File: src/rtl/pipeline_hazard_ctrl_pkg.sv
// Shared types for the pipeline hazard controller and its multi-cycle sequencer.
package pipeline_hazard_ctrl_pkg;

  typedef enum logic {
    IDLE    = 1'b0,
    MC_BUSY = 1'b1
  } hazard_state_e;

endpackage

File: src/rtl/pipeline_hazard_ctrl_mc_sequencer.sv
// Multi-cycle execute sequencer: holds an op in E for MC_LATENCY cycles (or until McDoneE)
// and reports whether the front of the pipe must be held this cycle.
module mc_sequencer
  import pipeline_hazard_ctrl_pkg::*;
#(
  parameter int MC_LATENCY = 32
) (
  input  logic clk,
  input  logic reset,
  input  logic McStartE,
  input  logic McDoneE,
  input  logic TrapM,
  output logic McStall,
  output logic McBusy
);

  localparam int MC_CNT_WIDTH = $clog2(MC_LATENCY);
  localparam logic [MC_CNT_WIDTH-1:0] CNT_LOAD = MC_CNT_WIDTH'(MC_LATENCY - 2);

  hazard_state_e state;
  logic [MC_CNT_WIDTH-1:0] mc_cnt;
  logic release_now;

  // The start cycle counts as the first of MC_LATENCY, so the counter loads MC_LATENCY-2.
  assign release_now = (state == MC_BUSY) && ((mc_cnt == '0) || McDoneE);

  always_ff @(posedge clk) begin
    if (reset || TrapM) begin
      state  <= IDLE;
      mc_cnt <= '0;
    end else begin
      case (state)
        IDLE: begin
          if (McStartE) begin
            state  <= MC_BUSY;
            mc_cnt <= CNT_LOAD;
          end
        end
        MC_BUSY: begin
          if (release_now) begin
            state  <= IDLE;
            mc_cnt <= '0;
          end else begin
            mc_cnt <= mc_cnt - MC_CNT_WIDTH'(1);
          end
        end
        default: begin
          state  <= IDLE;
          mc_cnt <= '0;
        end
      endcase
    end
  end

  assign McStall = !reset && !TrapM &&
                   (((state == IDLE) && McStartE) || ((state == MC_BUSY) && !release_now));
  assign McBusy  = !reset && (state == MC_BUSY);

endmodule

File: src/rtl/pipeline_hazard_ctrl.sv
// Central stall/flush sequencer for the F/D/E/M/W pipeline.
// Optional stall-cycle counter output StallCycles under macro HAZARD_PERF_COUNTER_EN.
module pipeline_hazard_ctrl
  import pipeline_hazard_ctrl_pkg::*;
#(
  parameter int MC_LATENCY     = 32,
  parameter int REG_ADDR_WIDTH = 5
`ifdef HAZARD_PERF_COUNTER_EN
  , parameter int PERF_WIDTH   = 32
`endif
) (
  input  logic                      clk,
  input  logic                      reset,
  input  logic [REG_ADDR_WIDTH-1:0] Rs1D,
  input  logic [REG_ADDR_WIDTH-1:0] Rs2D,
  input  logic                      UsesRs1D,
  input  logic                      UsesRs2D,
  input  logic [REG_ADDR_WIDTH-1:0] RdE,
  input  logic                      IsLoadE,
  input  logic                      McStartE,
  input  logic                      McDoneE,
  input  logic                      MispredictE,
  input  logic                      TrapM,
  output logic                      StallF,
  output logic                      StallD,
  output logic                      StallE,
  output logic                      FlushD,
  output logic                      FlushE,
  output logic                      FlushM,
`ifdef HAZARD_PERF_COUNTER_EN
  output logic [PERF_WIDTH-1:0]     StallCycles,
`endif
  output logic                      McBusy
);

  logic mc_stall;
  logic load_use;

  mc_sequencer #(
    .MC_LATENCY(MC_LATENCY)
  ) u_seq (
    .clk     (clk),
    .reset   (reset),
    .McStartE(McStartE),
    .McDoneE (McDoneE),
    .TrapM   (TrapM),
    .McStall (mc_stall),
    .McBusy  (McBusy)
  );

  assign load_use = IsLoadE && (RdE != '0) &&
                    ((UsesRs1D && (Rs1D == RdE)) || (UsesRs2D && (Rs2D == RdE)));

  // Priority: trap > multi-cycle (start/busy, including its release cycle) > mispredict > load-use.
  always_comb begin
    StallF = 1'b0;
    StallD = 1'b0;
    StallE = 1'b0;
    FlushD = 1'b0;
    FlushE = 1'b0;
    FlushM = 1'b0;
    if (reset) begin
      StallF = 1'b0;
    end else if (TrapM) begin
      FlushD = 1'b1;
      FlushE = 1'b1;
      FlushM = 1'b1;
    end else if (mc_stall) begin
      StallF = 1'b1;
      StallD = 1'b1;
      StallE = 1'b1;
      FlushM = 1'b1;
    end else if (McBusy) begin
      StallF = 1'b0;
    end else if (MispredictE) begin
      FlushD = 1'b1;
      FlushE = 1'b1;
    end else if (load_use) begin
      StallF = 1'b1;
      StallD = 1'b1;
      FlushE = 1'b1;
    end
  end

`ifdef HAZARD_PERF_COUNTER_EN
  always_ff @(posedge clk) begin
    if (reset) begin
      StallCycles <= '0;
    end else if (StallF) begin
      StallCycles <= StallCycles + PERF_WIDTH'(1);
    end
  end
`endif

endmodule

File: config.mk
export PLATFORM = sky130hd
export DESIGN_NAME = pipeline_hazard_ctrl
export DESIGN_NICKNAME = d
export VERILOG_FILES = /design/src/rtl/pipeline_hazard_ctrl_pkg.sv /design/src/rtl/pipeline_hazard_ctrl_mc_sequencer.sv /design/src/rtl/pipeline_hazard_ctrl.sv
export SDC_FILE = /design/constraint.sdc
export NUM_CORES = 1
export LEC_CHECK = 0
export BUFFER_PORTS_ARGS = -buffer_cell sky130_fd_sc_hd__buf_2
export CAP_MARGIN = 20
export CORE_MARGIN = 2
export CORE_UTILIZATION = 35
export CTS_CLUSTER_SIZE = 12
export DETAILED_ROUTE_END_ITERATION = 16
export PLACE_DENSITY = 0.67
export SLEW_MARGIN = 20
export SYNTH_ARGS = -nofsm -noshare
export SYNTH_HDL_FRONTEND = slang
export SYNTH_HIERARCHICAL = 1
export SYNTH_SLANG_ARGS = --single-unit
File: constraint.sdc
create_clock -name clk -period 6.3 [get_ports clk]
set_input_delay 0.945 -clock clk [delete_from_list [all_inputs] [get_ports clk]]
set_output_delay 0.945 -clock clk [all_outputs]
set_load 0.005 [all_outputs]
# Word level (Yosys, flattened, before mapping)
# Cells that the tools add are included.
dict set report word_totals {
  regBits 6
  latch_bits 0
  ram_bits 0
  mem_bits_ro 0
  output_inout_bits 7
  n_memories 0
}
dict set report classes {
  addsub 1
  mul 0
  div 0
  order_cmp 0
  eq_ne 3
  n_shift 0
  mux 27
  n_bitwise 1
  n_reduce_logical 19
}
# op n
set ops {}
lappend ops {{1-bit two-way mux} 23}
lappend ops {{5-bit == test} 2}
lappend ops {{1-bit logical AND} 10}
lappend ops {{5-bit two-way mux} 2}
lappend ops {{5-bit one-hot mux with 2 select lines} 1}
lappend ops {{5-bit logical NOT} 1}
lappend ops {{5-bit nonzero test} 1}
lappend ops {{5-bit by 1-bit subtractor with 5-bit output, second input constant} 1}
lappend ops {{1-bit logical OR} 4}
lappend ops {{1-bit logical NOT} 3}
lappend ops {{2-bit != test, second input constant} 1}
lappend ops {{1-bit one-hot mux with 2 select lines} 1}
lappend ops {{1-bit inverter} 1}

# Depth between registers and ports, before layout
dict set report depth {
  depth_word 10
  ltp_mapped 8
}

# By module
# The synthesis kept the hierarchy.
# mod n_inst cells_per_inst area_each_um2
set modules_own_cells {}
lappend modules_own_cells {mc_sequencer 1 42 332.8}
lappend modules_own_cells {pipeline_hazard_ctrl 1 28 196.4}

# Worst setup path after synthesis
# No wires, ideal clock.
dict set report synth_path {
  path_kind {input port to output port}
  startpoint {input port TrapM}
  endpoint {output port StallF}
  arrival_time_ns 1.986
  required_time_ns 5.355
  path_slack_ns 3.369
  path_stages 6
  n_path_buf 2
  cell_sequence {or2_2 > clkbuf_1 > nor2_1 > and2_1 > o21bai_1 > buf_4}
}
dict set report synth_between {
  elab_chain_cells 6
}
# element line_no
set synth_rtl {}
lappend synth_rtl {{from (decl)} pipeline_hazard_ctrl.sv:23} ;# input logic TrapM,
lappend synth_rtl {{1-bit logical NOT} pipeline_hazard_ctrl_mc_sequencer.sv:55} ;# assign McStall = !reset && !TrapM &&
lappend synth_rtl {{1-bit logical AND (2 in series)} pipeline_hazard_ctrl_mc_sequencer.sv:55}
lappend synth_rtl {{named net mc_stall} pipeline_hazard_ctrl.sv:36} ;# logic mc_stall;
lappend synth_rtl {{1-bit two-way mux (3 in series)} --}
lappend synth_rtl {{to (decl)} pipeline_hazard_ctrl.sv:24} ;# output logic StallF,
# The timed path passes the listed nets, and every way through them passes these cells.

# Final worst setup path
dict set report layout_path {
  startpoint {register u_seq.mc_cnt[0]}
  endpoint {output port FlushE}
}
dict set report layout_between {
  elab_chain_cells 10
}
# element line_no
set layout_rtl {}
lappend layout_rtl {{from (decl)} pipeline_hazard_ctrl_mc_sequencer.sv:21} ;# logic [MC_CNT_WIDTH-1:0] mc_cnt;
lappend layout_rtl {{from (signal assigned)} pipeline_hazard_ctrl_mc_sequencer.sv:44} ;# mc_cnt <= mc_cnt - MC_CNT_WIDTH'(1);
lappend layout_rtl {{5-bit logical NOT} pipeline_hazard_ctrl_mc_sequencer.sv:25} ;# assign release_now = (state == MC_BUSY) && ((mc_cnt == '0) || McDoneE);
lappend layout_rtl {{1-bit logical OR} pipeline_hazard_ctrl_mc_sequencer.sv:25}
lappend layout_rtl {{1-bit logical AND} pipeline_hazard_ctrl_mc_sequencer.sv:25}
lappend layout_rtl {{1-bit logical NOT} pipeline_hazard_ctrl_mc_sequencer.sv:56} ;# (((state == IDLE) && McStartE) || ((state == MC_BUSY) && !release_now));
lappend layout_rtl {{1-bit logical AND} pipeline_hazard_ctrl_mc_sequencer.sv:56}
lappend layout_rtl {{1-bit logical OR} pipeline_hazard_ctrl_mc_sequencer.sv:56}
lappend layout_rtl {{1-bit logical AND} pipeline_hazard_ctrl_mc_sequencer.sv:55}
lappend layout_rtl {{named net mc_stall} pipeline_hazard_ctrl.sv:36}
lappend layout_rtl {{1-bit two-way mux} pipeline_hazard_ctrl.sv:68} ;# end else if (mc_stall) begin
lappend layout_rtl {{1-bit two-way mux} pipeline_hazard_ctrl.sv:64} ;# end else if (TrapM) begin
lappend layout_rtl {{1-bit two-way mux} pipeline_hazard_ctrl.sv:62} ;# if (reset) begin
lappend layout_rtl {{to (decl)} pipeline_hazard_ctrl.sv:28} ;# output logic FlushE,
# The timed path passes the listed nets, and every way through them passes these cells.

==> impl_metrics.yaml <==
timing:
  maxSlewHeadroom_pct: 80.7
  hold_viol: 0
  grt_setup_unrepaired: "false"
  fmax_mhz: 295
  hold_ws_ns: 0.460
  tns_ns: 0
  slew_violations: 0
  finalSetupViolCount: 0
  final.min_clock_period_ns: 3.39
  tightest_slew_ns: 0.289
  fin_skew_ns: 0.00875
  fin_crit_sh_pct: 53.8
layout:
  mostFrequentLayoutCell: "buf_2"
  final_cell_mix: "buf_2, nor2_1, xor2_1"
  drive_gt1_share_pct: 35.0
  area_growth_pct: 32.9
  diodes: 0
  nNetsFinal: 127
cts:
  htree_levels: 1
  postCtsSetupBuffers: 0
  clkTransAtPathRegs_ns: 0.05
  cts-resized-gates: 0
  cts.sinks: 6
  cts_tree: "yes"
  numCtsBuffers: 3
  cts_buffer_depth: 2
  clk_latency_ns: 0.26
  cts_hold_buffers: 0
  cts_root_buf: "clkbuf_4"
worst_hold_path:
  hold_class: "flip-flop to flip-flop"
  min_path_cells: 2
setup_path:
  start_kind: "flip-flop"
  crit_start: "u_seq/mc_cnt[0]"
  crit_path_max_fanout: 5
  crit_end: "FlushE"
  regToRegStartpoint: "u_seq/mc_cnt[0]"
  rrSetupSlack_ns: 4.78
  crit_path_end_kind: "output port"
  r2r_cells: 5
  cp_data_required_time_ns: 5.35
  reg2reg_to: "u_seq/state"
  arrival_ns: 2.44
  path_class: "flip-flop to output port"
run_status:
  status: "completed"
synth:
  yosysWarningCount: 6
  syn_area_um2: 529
  netlist.area_leader.share_pct: 22.7
  syn_nets: 95
  synth_area_leaders: "dfxtp_1, xor2_1, nor2_1"
  syn_area_per_cell_um2: 7.56
  ys_types: 28
  synth_top_area_cell: "dfxtp_1"
  yosysSeqAreaShare_pct: 22.7
  netlist_instances: 70
  ys_ff_latch: 6
global_routing:
  overflow: 0
  grt_max_degree: 11
  grt_pass1_wl_um: 2040
  antenna_found_initial: 0
  gr-usage-met3_pct: 5.11
  use_met1_pct: 16.8
  grt_pass1_vias: 538
  grt_busiest_layer: "met2"
  grt_use_met2_pct: 24.5
  grt_usage_pct: 14.6
power:
  leakagePower_nw: 0.312
  vdd_drop_max_v: 0.0000809
  power_density_mw_per_mm2: 158
floorplanning:
  ios: 31
  die_area_mm2: 0.00184
  core_mm2: 0.00145
  dieHeight_um: 42.9
  num_rows: 14
  die_w_um: 42.9
  initial_core_util_pct: 36.4
detailed_routing:
  wire_per_inst_um: 10.8
  vias: 621
  ant_nets: 0
  drt_iter0_markers: 11
  drc: 0
  routed_wl_um: 1260
  dr.pass1.iters: 4
  avgViaCountPerCell: 5.35
placement:
  io_buffer_count: 30
  routabilityCongestion: 0.854
  place_hpwl_um: 1020
run:
  max_cap_viol_count: 0
[power by group]
part | switching, W | internal, W | total [W]
clock | 0.0000167 | 0.0000217 | 0.0000384
sequential | 0.00000204 | 0.0000397 | 0.0000418
combinational | 0.0000146 | 0.0000161 | 0.0000307
[worst min path at each step]
stage               startpoint              end
2_1_floorplan  u_seq/mc_cnt[4]  u_seq/mc_cnt[4]
3_3_place_gp   u_seq/mc_cnt[4]  u_seq/mc_cnt[4]
3_5_place_dp   u_seq/mc_cnt[4]  u_seq/mc_cnt[4]
4_1_cts        u_seq/mc_cnt[4]  u_seq/mc_cnt[4]
5_1_grt        u_seq/mc_cnt[4]  u_seq/mc_cnt[4]
6_report       u_seq/mc_cnt[4]  u_seq/mc_cnt[4]
[through the flow]
stage | setup slack [ns] | util, % | total power (W) | instances | cell area, um^2
global placement | 3.12 | 46.8 | 0.0000728 | 113 | 681
global route | 2.78 | 48.4 | 0.000117 | 116 | 703
CTS | 2.93 | 48.4 | 0.000112 | 116 | 703
floorplan | 3.37 | - | 0.0000594 | 70 | 529
finish | 2.91 | 48.4 | 0.000111 | 116 | 703
detailed placement | 3.13 | 46.8 | 0.0000732 | 113 | 681
[cell usage after synthesis]
| master | count |
|---|---|
| ha_1 | 1 |
| a21oi_1 | 6 |
| o21a_1 | 1 |
| inv_1 | 2 |
| o22ai_1 | 1 |
| nor4_1 | 3 |
| nand4b_1 | 1 |
| o21ai_0 | 2 |
| clkbuf_1 | 1 |
| a31oi_1 | 2 |
| or2_2 | 1 |
| and2_0 | 1 |
| nor3b_1 | 2 |
| or4b_4 | 1 |
| nor2b_1 | 3 |
| o21bai_1 | 2 |
| nand2_1 | 3 |
| buf_4 | 2 |
| or4_1 | 2 |
| xor2_1 | 8 |
| and2_1 | 1 |
| dfxtp_1 | 6 |
| nor2_1 | 10 |
| nand3_1 | 2 |
| xnor2_1 | 2 |
| or4b_1 | 2 |
| a32oi_1 | 1 |
| o21ai_1 | 1 |
[cell type report]
| class | instances | area [um^2] |
|---|---|---|
| Clock buffer | 3 | 22.5 |
| Fill cell | 158 | 751 |
| Inverter | 2 | 7.51 |
| Multi-Input combinational cell | 59 | 383 |
| Sequential cell | 6 | 120 |
| Tap cell | 16 | 20.0 |
| Timing Repair Buffer | 30 | 150 |
[critical path: stages (launching register included)]
cell and delay (ns):
dfxtp_1 0.33, inv_1 0.09, ha_1 0.21, or4b_4 0.52, a21oi_1 0.21, nor2_1 0.10
or4_1 0.48, o22ai_1 0.13, buf_2 0.13
[state kept, by name, indices dropped and copies added, names as in the netlist]
name and cells:
u_seq/state 1, u_seq/mc_cnt 5
[kinds of logic (layout without fill, tap and decap cells)]
family / Yosys count / count (layout) / synth area share, %
AOI/OAI and AO/OA: 16 / 16 / 18.0
DFF: 6 / 6 / 22.7
adders and majority gates: 1 / 1 / 2.36
xor gates and xnor gates: 10 / 10 / 16.5
and+or+nand+nor: 32 / 32 / 35.5
buffers and inverters: 5 / 35 / 4.96
[per-layer routing]
metal	wire length (um)	part of all wire, %	vias up
met5	0	0	-
li1	-	-	311
met1	523	42	266
met3	173	14	4
met4	21	1.7	0
met2	538	43	40
Power figures use the tool's default switching activity.
